`src/rtl/gshare_pkg.sv`:
```
// Shared types and counter helpers for the gshare predictor.
// The in-flight entry uses fixed maximum field widths so any legal config fits.
package gshare_pkg;

   localparam int GS_MAX_W   = 16;
   localparam int GS_CTR_MAX = 8;

   typedef struct packed {
      logic [GS_MAX_W-1:0] idx;
      logic [GS_MAX_W-1:0] ghr;
      logic                pred;
   } infl_entry_t;

   function automatic logic [GS_CTR_MAX-1:0] ctr_reset_val(
      input int ctr_w
   );
      return GS_CTR_MAX'((1 << (ctr_w - 1)) - 1);
   endfunction

   function automatic logic [GS_CTR_MAX-1:0] sat_inc(
      input logic [GS_CTR_MAX-1:0] c,
      input int                    ctr_w
   );
      logic [GS_CTR_MAX-1:0] w_max;
      w_max = GS_CTR_MAX'((1 << ctr_w) - 1);
      return (c == w_max) ? c : c + GS_CTR_MAX'(1);
   endfunction

   function automatic logic [GS_CTR_MAX-1:0] sat_dec(
      input logic [GS_CTR_MAX-1:0] c
   );
      return (c == '0) ? c : c - GS_CTR_MAX'(1);
   endfunction

endpackage

```
`src/rtl/gshare_inflight_fifo.sv`:
```
// Ordered queue of in-flight branch snapshots awaiting resolution.
// Wrap-bit pointers: full when wrap bits differ and index bits match.
module gshare_inflight_fifo
   import gshare_pkg::*;
#(
   parameter int DEPTH = 4
) (
   input  logic        clk,
   input  logic        rst,
   input  logic        i_push,
   input  logic        i_pop,
   input  logic        i_clear,
   input  infl_entry_t i_wdata,
   output infl_entry_t o_rdata,
   output logic        o_full,
   output logic        o_empty
);

   localparam int AW = $clog2(DEPTH);
   localparam logic [AW:0] PTR_ONE = {{AW{1'b0}}, 1'b1};

   logic [AW:0] r_wr;
   logic [AW:0] r_rd;
   infl_entry_t r_mem [DEPTH];
   logic        w_wen;

   assign o_full  = (r_wr[AW] != r_rd[AW]) &&
                    (r_wr[AW-1:0] == r_rd[AW-1:0]);
   assign o_empty = (r_wr == r_rd);
   assign o_rdata = r_mem[r_rd[AW-1:0]];
   assign w_wen   = i_push & ~o_full & ~i_clear;

   always_ff @(posedge clk or posedge rst) begin
      if (rst) begin
         r_wr <= '0;
         r_rd <= '0;
      end else if (i_clear) begin
         r_wr <= '0;
         r_rd <= '0;
      end else begin
         if (w_wen) r_wr <= r_wr + PTR_ONE;
         if (i_pop && !o_empty) r_rd <= r_rd + PTR_ONE;
      end
   end

   // payload needs no reset: the pointers gate every read
   always_ff @(posedge clk) begin
      if (w_wen) r_mem[r_wr[AW-1:0]] <= i_wdata;
   end

endmodule

```
`src/rtl/gshare_bp_param.sv`:
```
// Parametrised gshare direction predictor with speculative GHR and repair.
// Define GSHARE_STATS_EN to add the resolve/mispredict statistics ports.
module gshare_bp_param
   import gshare_pkg::*;
#(
   parameter int PC_IDX_W   = 5,
   parameter int HIST_W     = 5,
   parameter int CTR_W      = 2,
   parameter int INFL_DEPTH = 4
) (
   input  logic                clk,
   input  logic                rst,
   input  logic [PC_IDX_W-1:0] br_pc_lo,
   input  logic                br_detect_if,
   input  logic                br_detect_id,
   input  logic                br_stall,
   input  logic                br_actual_taken,
   output logic                predict_br_taken,
   output logic                br_mispredict,
   output logic                inflight_full
`ifdef GSHARE_STATS_EN
   ,
   output logic [31:0]         stat_pred_cnt,
   output logic [31:0]         stat_mispred_cnt
`endif
);

   localparam int PHT_N = 2 ** PC_IDX_W;
   localparam logic [CTR_W-1:0] CTR_RST = CTR_W'(ctr_reset_val(CTR_W));

   logic [CTR_W-1:0]    r_pht [PHT_N];
   logic [HIST_W-1:0]   r_ghr;
   logic                r_mispredict;

   infl_entry_t         w_head;
   infl_entry_t         w_entry;
   logic                w_full;
   logic                w_empty;
   logic                w_pred;
   logic                w_push;
   logic                w_pop;
   logic                w_mis;
   logic [PC_IDX_W-1:0] w_idx;
   logic [PC_IDX_W-1:0] w_head_idx;
   logic [HIST_W-1:0]   w_ghr_head;
   logic [HIST_W-1:0]   w_ghr_push;
   logic [HIST_W-1:0]   w_ghr_fix;
   logic [CTR_W-1:0]    w_ctr_old;
   logic [CTR_W-1:0]    w_ctr_new;

   assign w_idx      = br_pc_lo ^ PC_IDX_W'(r_ghr);
   assign w_pred     = r_pht[w_idx][CTR_W-1];
   assign w_push     = br_detect_if & ~br_stall & ~w_full;
   assign w_pop      = br_detect_id & ~br_stall & ~w_empty;
   assign w_mis      = w_pop & (br_actual_taken != w_head.pred);
   assign w_head_idx = w_head.idx[PC_IDX_W-1:0];
   assign w_ghr_head = w_head.ghr[HIST_W-1:0];

   assign w_entry.idx  = GS_MAX_W'(w_idx);
   assign w_entry.ghr  = GS_MAX_W'(r_ghr);
   assign w_entry.pred = w_pred;

   assign w_ctr_old = r_pht[w_head_idx];
   assign w_ctr_new = br_actual_taken ?
      CTR_W'(sat_inc(GS_CTR_MAX'(w_ctr_old), CTR_W)) :
      CTR_W'(sat_dec(GS_CTR_MAX'(w_ctr_old)));

   generate
      if (HIST_W == 1) begin : g_hist1
         assign w_ghr_push = w_pred;
         assign w_ghr_fix  = br_actual_taken;
      end else begin : g_histn
         assign w_ghr_push = {r_ghr[HIST_W-2:0], w_pred};
         assign w_ghr_fix  = {w_ghr_head[HIST_W-2:0], br_actual_taken};
      end
   endgenerate

   // a mispredict flushes the queue, so any same-cycle push is dropped
   gshare_inflight_fifo #(
      .DEPTH (INFL_DEPTH)
   ) u_fifo (
      .clk     (clk),
      .rst     (rst),
      .i_push  (w_push & ~w_mis),
      .i_pop   (w_pop),
      .i_clear (w_mis),
      .i_wdata (w_entry),
      .o_rdata (w_head),
      .o_full  (w_full),
      .o_empty (w_empty)
   );

   always_ff @(posedge clk or posedge rst) begin
      if (rst) begin
         for (int i = 0; i < PHT_N; i++) r_pht[i] <= CTR_RST;
         r_ghr        <= '0;
         r_mispredict <= 1'b0;
      end else begin
         r_mispredict <= w_mis;
         if (w_pop) r_pht[w_head_idx] <= w_ctr_new;
         if (w_mis) r_ghr <= w_ghr_fix;
         else if (w_push) r_ghr <= w_ghr_push;
      end
   end

   assign predict_br_taken = w_pred & br_detect_if & ~w_full;
   assign br_mispredict    = r_mispredict;
   assign inflight_full    = w_full;

`ifdef GSHARE_STATS_EN
   logic [31:0] r_stat_pred;
   logic [31:0] r_stat_mis;

   always_ff @(posedge clk or posedge rst) begin
      if (rst) begin
         r_stat_pred <= '0;
         r_stat_mis  <= '0;
      end else begin
         if (w_pop) r_stat_pred <= r_stat_pred + 32'd1;
         if (w_mis) r_stat_mis  <= r_stat_mis + 32'd1;
      end
   end

   assign stat_pred_cnt    = r_stat_pred;
   assign stat_mispred_cnt = r_stat_mis;
`endif

endmodule
```
`config.mk`:
```
export PLATFORM = sky130hd
export DESIGN_NAME = gshare_bp_param
export DESIGN_NICKNAME = d
export VERILOG_FILES = /design/src/rtl/gshare_pkg.sv /design/src/rtl/gshare_inflight_fifo.sv /design/src/rtl/gshare_bp_param.sv
export SDC_FILE = /design/constraint.sdc
export NUM_CORES = 1
export LEC_CHECK = 0
export CAP_MARGIN = 25
export CELL_PAD_IN_SITES_DETAIL_PLACEMENT = 1
export CELL_PAD_IN_SITES_GLOBAL_PLACEMENT = 1
export CORE_ASPECT_RATIO = 0.7
export CORE_MARGIN = 2
export CORE_UTILIZATION = 40
export DETAILED_ROUTE_END_ITERATION = 8
export PLACE_DENSITY = 0.67
export SKIP_CTS_REPAIR_TIMING = 1
export SYNTH_ARGS = -nofsm -noshare
export SYNTH_HDL_FRONTEND = slang
export SYNTH_SLANG_ARGS = --single-unit
```
`constraint.sdc`:
```
create_clock -name clk -period 4.8 [get_ports clk]
set_clock_uncertainty 0.05 [all_clocks]
set_input_delay 0.96 -clock clk [delete_from_list [all_inputs] [get_ports clk]]
set_output_delay 0.96 -clock clk [all_outputs]
set_load 0.01 [all_outputs]
```
# [Yosys cells after proc, flatten, opt, wreduce, memory -nomap -nowiden]
# Memories as Yosys holds them, arrays and structs flattened.
# Index checks and enable logic that the tools add are counted.
[word_totals] register_bits=76 mem_bits_rw=44 inputBits=11 output_inout_bits=3 word_cells=94 mem_count=1
[classes] addsub=4 magnitude_cmp=3 n_eq_ne=5 muxes=20 n_bitwise=17 reduce_logical=8
[memory_table] memory="u_fifo.r_mem" depth=4 width=11 read_ports=1 rd_clocked_by_memory_dff=0 write_ports=1 line="gshare_inflight_fifo.sv:24" rtl="infl_entry_t r_mem [DEPTH];"
[op_table] operator="$bwmux 64" n=1
[op_table] operator="$bmux 2 s5" n=2
[op_table] operator="$mux 2" n=8
[op_table] operator="$ge 6x6->1 const B" n=2
[op_table] operator="$mux 3" n=4
[op_table] operator="$not 5->6" n=2
[op_table] operator="$and 1x1->1" n=10
[op_table] operator="$demux 2 s5" n=1
[op_table] operator="$mux 5" n=2
[op_table] operator="$add 3x1->3 const B" n=2
[op_table] operator="$lt 6x1->1 const B" n=1
[op_table] operator="$reduce_bool 2->1" n=3
[op_table] operator="$xor 5x5->5" n=1
[op_table] operator="$not 1->1" n=4
[op_table] operator="$eq 3x3->1" n=1
[op_table] operator="$logic_and 1x1->1" n=3
[op_table] operator="$add 2x1->2 const B" n=1
[op_table] operator="$eq 2x2->1" n=1
[op_table] operator="$eq 2x2->1 const B" n=1
[op_table] operator="$logic_not 2->1" n=1
[op_table] operator="$mux 1" n=2
[op_table] operator="$ne 1x1->1" n=2
[op_table] operator="$sub 2x1->2 const B" n=1
[op_table] operator="$logic_not 1->1" n=1

# [Longest topological paths before layout]
# Gate-level depths: netlist of run 1.
[logic_depth] ltp_word=10 ltp_mapped=12 depth_no_buf=7

# [Modules after synthesis]
# Synthesis of run 1 repeated with hierarchy kept, for this count alone.
[unflattened] cells_unflattened=581 hier_area_um2=8913.5
[by_module_without_submodules] module="gshare_inflight_fifo" n_inst=1 cells_each=237 area_per_inst_um2=5321.4 seq_area_each_um2=4113.9
[by_module_without_submodules] module="gshare_bp_param" n_inst=1 cells_each=344 area_per_inst_um2=3592.2 seq_area_each_um2=1791.7

# [Least setup slack after synthesis of run 1]
# OpenSTA, ideal clock, no wires.
[synth_timing] path_kind="input port to output port" startpoint="in br_pc_lo[0]" endpoint="out predict_br_taken" t_arrival_ns=3.085 t_required_ns=3.790 slack_ns=0.705 cell_stages=5 n_path_buf=0 cell_sequence="xor2_1 > mux4_2 > mux4_2 > mux2i_1 > nor2_1"
[synth_between] elab_chain_cells=7
[synth_lines] item="from (decl)" line="gshare_bp_param.sv:13" rtl="input logic [PC_IDX_W-1:0] br_pc_lo,"
[synth_lines] item="$xor 5x5->5" line="gshare_bp_param.sv:51" rtl="assign w_idx = br_pc_lo ^ PC_IDX_W'(r_ghr);"
[synth_lines] item="$not 5->6 (implied by the code)" line="gshare_bp_param.sv:52" rtl="assign w_pred = r_pht[w_idx][CTR_W-1];"
[synth_lines] item="$bmux 2 s5" line="gshare_bp_param.sv:52"
[synth_lines] item="$mux 2 (implied by the code) (2 in series)" line="gshare_bp_param.sv:52"
[synth_lines] item="$and 1x1->1 (2 in series)" line="gshare_bp_param.sv:106" rtl="assign predict_br_taken = w_pred & br_detect_if & ~w_full;"
[synth_lines] item="to (decl)" line="gshare_bp_param.sv:18" rtl="output logic predict_br_taken,"
# Every way passes these cells. The select of a mux whose other input is x is not followed.

==> results of run 1 <==
-- cell usage after synthesis (2+ instances only) --
cell type  instances  area [sq um]
clkbuf_1           6          22.5
dfrtp_1           44          1100
nand2b_1           3          18.8
mux2_2            64           721
buf_6              7          78.8
dfstp_2           32           841
o22ai_1            4          25.0
a22oi_1            4          30.0
mux2i_1           53           531
and3b_1            4          35.0
xnor2_1            4          35.0
inv_1              5          18.8
nand3b_1           2          15.0
mux4_2            20           450
nor2_1            31           116
ha_1               5          62.6
o21ai_0            7          35.0
and2_1             2          12.5
nor2b_1            2          12.5
buf_2              3          15.0
nand2_1           35           131
nor3_1             4          20.0
nand3_1            5          25.0
xor2_1             7          61.3
edfxtp_1          40          1200
-- state kept, by name (all words and copies together) (netlist names) --
register	cells
r_pht	64
u_fifo.r_mem	40
r_ghr	5
u_fifo.r_rd	3
u_fifo.r_wr	3
br_mispredict	1
-- stage by stage --
stage | utilization, % | cells | power [W] | setup slack (ns) | hold slack [ns]
after global routing | 48.5 | 640 | 0.00505 | 0.272 | 0.502
final | 48.5 | 640 | 0.00478 | 0.366 | 0.475
after CTS | 48.0 | 635 | 0.00472 | 0.0180 | 0.479
after detailed placement | 43.6 | 603 | 0.00338 | 0.0331 | 0.479
after floorplan | - | 404 | 0.00292 | 0.705 | 0.421
after global placement | 43.3 | 601 | 0.00328 | 0.100 | 0.452
-- layer usage --
layer	up-vias	GRT usage [%]
li1	1568	-
met1	1838	29.5
met2	79	28.7
met3	12	4.39
met4	0	6.80
met5	-	0
-- final cells by class --
| class | count | area share [%] |
|---|---|---|
| flip-flops and latches | 116 | 46.6 |
| multi-input cells | 265 | 35.8 |
| clock inverters | 15 | 2.73 |
| well taps | 190 | 3.52 |
| clock buffers | 17 | 6.30 |
| repair buffers | 31 | 4.76 |
| inverters | 6 | 0.352 |
-- power by group through the flow --
stage	Combinational (W)	Sequential (W)	Clock (W)
after global routing	0.00191	0.00176	0.00137
after floorplan	0.00131	0.00161	0
after detailed placement	0.00165	0.00173	0
after CTS	0.00167	0.00172	0.00134
after global placement	0.00157	0.00172	0
final	0.00174	0.00172	0.00131
-- worst paths after layout --
kind | endpoint | slack [ns]
max | predict_br_taken | 0.37
min | u_fifo.r_rd[2] | 0.48
max reg2reg | r_pht[8] | 1.07
min reg2reg | u_fifo.r_rd[2] | 0.48
max in group asynchronous | r_pht[2] | 3.29
min in group asynchronous | r_pht[29] | 0.78
-- cells by family after synthesis --
logic type / share of synthesized area, %
AO/OA/AOI/OAI: 1.82
AND/OR/NAND/NOR: 7.37
XOR/XNOR: 1.69
adder cells (fa/ha/maj): 1.47
flip-flops: 55.1
multiplexers: 29.8
buffers and inverters: 2.70
==> results.json, run 1 <==
{
  "combPwrFrac_pct": 36.5,
  "max-slew-margin-rel_pct": 51.8,
  "cp_max_fo": 6,
  "cp_slowest_cell": "clkdlybuf4s50_1",
  "crit_buf_inv": 4,
  "cts_tree": "built",
  "clkSinkCount": 116,
  "min_from": "u_fifo.r_rd[2]",
  "power_density_mw_per_mm2": 708,
  "period_share_pct": 92.4,
  "yosysWarnings": 0,
  "internal-power_w": 0.00304,
  "vias": 3497,
  "ff2ff_path_depth": 7,
  "dp_hpwl_um": 9680,
  "die_width_um": 147,
  "cp.required_ns": 3.79,
  "placed_cell_area_sq_mm": 0.00607,
  "path_common_cell": "mux4_2",
  "syn-num-nets": 420,
  "power_frac_clock_pct": 27.5,
  "syn-cell-area_sq_mm": 0.00570,
  "avgSynthCellArea_sq_um": 14.1,
  "crit_family": "multiplexers",
  "layout-area-overhead-vs-synth_pct": 18.3,
  "nets": 453,
  "grt-ovfl-total": 0,
  "grt_pass1_wl_um": 22500,
  "gp_congestion": 0.785,
  "port_buffers": 13,
  "final_area_sq_mm": 0.00675,
  "std_cell_rows": 36,
  "synth_flop_cell": "dfrtp_1",
  "drv_cap": 0,
  "die_area_sq_mm": 0.0152,
  "path_clk_slew_ns": 0.06,
  "grt_pass1_vias": 3752,
  "p_seq_share_pct": 36.0,
  "worstPathArrival_ns": 3.42,
  "rr_startpoint": "u_fifo.r_rd[0]",
  "peakVddDrop_mv": 0.291,
  "fillerInstances": 1393,
  "viasPerCell": 5.46,
  "critPathMaxStageDelay_ns": 0.52,
  "floorplan.initialDensity_pct": 41.0,
  "end_kind": "primary output",
  "wl_met3_um": 675,
  "power.switching_w": 0.00174,
  "track_usage_pct": 19.8,
  "timing.final.hold_violations": 0,
  "crit_cells": 9,
  "path_class": "input port to primary output",
  "setup_viol": 0,
  "top_layer_used": "met4",
  "antenna_cells": 0,
  "seq_area_sq_mm": 0.00314,
  "fmax_mhz": 226,
  "synth_edf_count": 40,
  "ys_ff_latch": 116,
  "multi_input_area_sq_mm": 0.00241,
  "worstSkewPairLatency_ns": 0.42,
  "drtIter0Drc": 160,
  "hold_path_class": "register to register",
  "fin_tns_setup_ns": 0,
  "wire_per_inst_um": 21.9,
  "netlist_instances": 404,
  "rsz0062_at_grt": "false",
  "clockBufferDepth": 2,
  "worstPathCellList": "clkdlybuf4s50_1 > xor2_2 > buf_6 > mux4_2 > mux4_2 > mux2i_1 > buf_4 > nor2_1 > dlymetal6s2s_1",
  "swShare_pct": 36.3,
  "final_cell_mix": "mux2_2, mux2i_1, dfrtp_1, edfxtp_1, nand2_1",
  "yosysSeqAreaShare_pct": 55.1,
  "drt_first_pass_iters": 5,
  "async_flop_share_pct": 65.5,
  "ant_nets": 0,
  "met1_length_um": 6910,
  "die_h_um": 104,
  "final_layout_size_suffix_gt1_share_pct": 37.8,
  "core_area_sq_mm": 0.0139,
  "finalCriticalPeriod_ns": 4.43,
  "grt_max_degree": 42,
  "route.met2.wl_um": 6290,
  "htree_num_levels": 4,
  "layout_commonest_cell": "mux2_2",
  "cp-startpoint": "br_pc_lo[0]",
  "outcome": "complete, no violations",
  "cts-root-buf": "clkbuf_16",
  "startpoint_type": "input port",
  "totalWireLength_um": 14000,
  "antenna_found_initial": 0,
  "leakagePower_nw": 2.80,
  "yosysUniqueCellTypes": 36,
  "hold_depth": 1,
  "io_pins": 14,
  "slew_violations": 0,
  "cts_buffers": 17,
  "post-route-drc-count": 0,
  "worstMarginPinSlew_ns": 0.722
}
No activity file was read; power rests on OpenSTA's default activity.
==> inputs of run 2 (changes only) <==
--- a/config.mk
+++ b/config.mk
@@ -10,9 +10,10 @@
 export CELL_PAD_IN_SITES_GLOBAL_PLACEMENT = 1
 export CORE_ASPECT_RATIO = 0.7
 export CORE_MARGIN = 2
-export CORE_UTILIZATION = 40
+export CORE_UTILIZATION = 52
 export DETAILED_ROUTE_END_ITERATION = 8
-export PLACE_DENSITY = 0.67
+export PLACE_DENSITY = 0.82
+export RECOVER_POWER = 100
 export SKIP_CTS_REPAIR_TIMING = 1
 export SYNTH_ARGS = -nofsm -noshare
 export SYNTH_HDL_FRONTEND = slang
==> run 2 against run 1 <==
Against the previous run: the flow now finishes with violations (capacitance limit, slew limit); die area down 22%; register-to-register slack worse by 0.76 ns; worst hold slack worse by 0.0054 ns; combinational power about the same; cell area down 2.0%; final cell count down 7.5%; clock power about the same; critical path type unchanged; critical endpoint unchanged; largest power group is now sequential cells; highest routed layer unchanged.
==> results.json, run 2 (synthesized netlist as in run 1, its figures left out) <==
{
  "outcome": "finished with violations",
  "violations": "capacitance limit, slew limit",
  "worstPathArrival_ns": 3.67,
  "hold_depth": 1,
  "slew_violations": 77,
  "end_kind": "primary output",
  "clockBufferDepth": 2,
  "min_from": "u_fifo.r_rd[2]",
  "path_clk_slew_ns": 0.06,
  "final_cell_mix": "mux2_2, mux2i_1, dfrtp_1, edfxtp_1, nand2_1",
  "die_area_sq_mm": 0.0118,
  "startpoint_type": "input port",
  "totalWireLength_um": 15100,
  "regMostFlops": "r_pht",
  "fillerInstances": 967,
  "antenna_found_initial": 0,
  "worstMarginPinSlew_ns": 1.93,
  "io_pins": 14,
  "htree_num_levels": 4,
  "layout_commonest_cell": "mux2_2",
  "rrSetupSlack_ns": 0.31,
  "timing.final.hold_violations": 0,
  "critPathMaxStageDelay_ns": 0.64,
  "grt_max_degree": 77,
  "hold_path_class": "register to register",
  "cts-root-buf": "clkbuf_16",
  "fmax_mhz": 214,
  "cp_slowest_cell": "dlygate4sd3_1",
  "final_layout_size_suffix_gt1_share_pct": 35.8,
  "finalCriticalPeriod_ns": 4.68,
  "power_density_mw_per_mm2": 723,
  "grt_pass1_wl_um": 23800,
  "ant_nets": 0,
  "cts_buffers": 17,
  "finalPower_w": 0.00478,
  "setup_viol": 0,
  "drv_cap": 1,
  "port_buffers": 13,
  "clkSinkCount": 116,
  "largest_reg_flops": 64,
  "leakagePower_nw": 2.74,
  "wire_per_inst_um": 25.6,
  "floorplan.initialDensity_pct": 54.3,
  "dp_hpwl_um": 9100,
  "worstPathCellList": "dlygate4sd3_1 > xor2_4 > buf_4 > mux4_2 > mux4_2 > mux2i_4 > nor2_1 > clkdlybuf4s50_1",
  "ff2ff_path_depth": 9,
  "viasPerCell": 6.04,
  "period_share_pct": 97.5,
  "die_width_um": 129,
  "cp.required_ns": 3.79,
  "track_usage_pct": 28.1,
  "max-slew-margin-rel_pct": -28.8,
  "vias": 3574,
  "path_class": "input port to primary output",
  "seq_area_sq_mm": 0.00314,
  "antenna_cells": 0,
  "cts_tree": "built",
  "rr_startpoint": "u_fifo.r_rd[0]",
  "nets": 447,
  "post-route-util_pct": 62.9,
  "path_common_cell": "mux4_2",
  "core_area_sq_mm": 0.0105,
  "std_cell_rows": 31,
  "r2r-end": "r_pht[45]",
  "hold_path_end": "u_fifo.r_rd[2]",
  "die_h_um": 91.6,
  "multi_input_area_sq_mm": 0.00244,
  "layout-area-overhead-vs-synth_pct": 16.0,
  "drt_first_pass_iters": 4,
  "crit_buf_inv": 3,
  "post-route-drc-count": 0,
  "cp_max_fo": 7,
  "peakVddDrop_mv": 0.352,
  "gp_congestion": 0.816,
  "grt-ovfl-total": 0,
  "rsz0062_at_grt": "false",
  "crit_family": "buffers and inverters",
  "worstSkewPairLatency_ns": 0.42,
  "drtIter0Drc": 324,
  "grt_pass1_vias": 3997
}
run 2: changes by cell type in the layout (fill, tap and decap cells not counted), moves of 2 or more:
cell / before / now
inv_8: 5 / 1
clkinv_4: 1 / 6
buf_4: 13 / 5
clkbuf_1: 0 / 3
clkinvlp_4: 2 / 0
clkdlybuf4s50_1: 12 / 6
buf_16: 2 / 0
dlygate4sd3_1: 0 / 7
clkinv_1: 0 / 2
run 2: final cells by class:
class	count	area share [%]
multi-input combinational	265	36.8
sequential	116	47.5
timing repair buffer	25	3.48
tap	148	2.80
clock buffer	17	6.43
inverter	6	0.340
clock inverter	15	2.59
run 2: worst max path at each step:
stage,depth (start not counted),start,end,slack [ns]
6_report,8,br_pc_lo[1],predict_br_taken,0.12
2_1_floorplan,5,br_pc_lo[0],predict_br_taken,0.70
4_1_cts,8,br_pc_lo[1],predict_br_taken,-0.12
3_5_place_dp,8,br_pc_lo[1],predict_br_taken,0.03
3_3_place_gp,7,br_pc_lo[1],predict_br_taken,0.10
5_1_grt,9,u_fifo.r_rd[0],r_pht[45],0.02
run 2: layer usage:
| layer | share of wire (%) | routed length [um] | GRT usage (%) |
|---|---|---|---|
| met1 | 44 | 6680 | 39.3 |
| met2 | 47 | 7120 | 42.7 |
| met3 | 6.3 | 953 | 7.00 |
| met4 | 2.5 | 375 | 10.1 |
| met5 | 0 | 0 | 0 |
run 2: report_power, final:
group | internal, W | switching [W] | leakage, nW | total (W)
sequential | 0.00145 | 0.000307 | 1.29 | 0.00176
combinational | 0.000750 | 0.000986 | 1.15 | 0.00174
clock | 0.000778 | 0.000509 | 0.293 | 0.00129
total | 0.00298 | 0.00180 | 2.74 | 0.00478
run 2: through the flow:
step | TNS (ns) | cell area (sq um) | setup slack (ns) | hold slack [ns] | std cells
3_3_place_gp | 0 | 5970 | 0.103 | 0.448 | 558
3_5_place_dp | 0 | 5970 | 0.0319 | 0.456 | 558
6_report | 0 | 6620 | 0.121 | 0.470 | 592
4_1_cts | -0.123 | 6570 | -0.123 | 0.468 | 590
5_1_grt | 0 | 6620 | 0.0213 | 0.501 | 592
2_1_floorplan | 0 | 5700 | 0.705 | 0.421 | 404
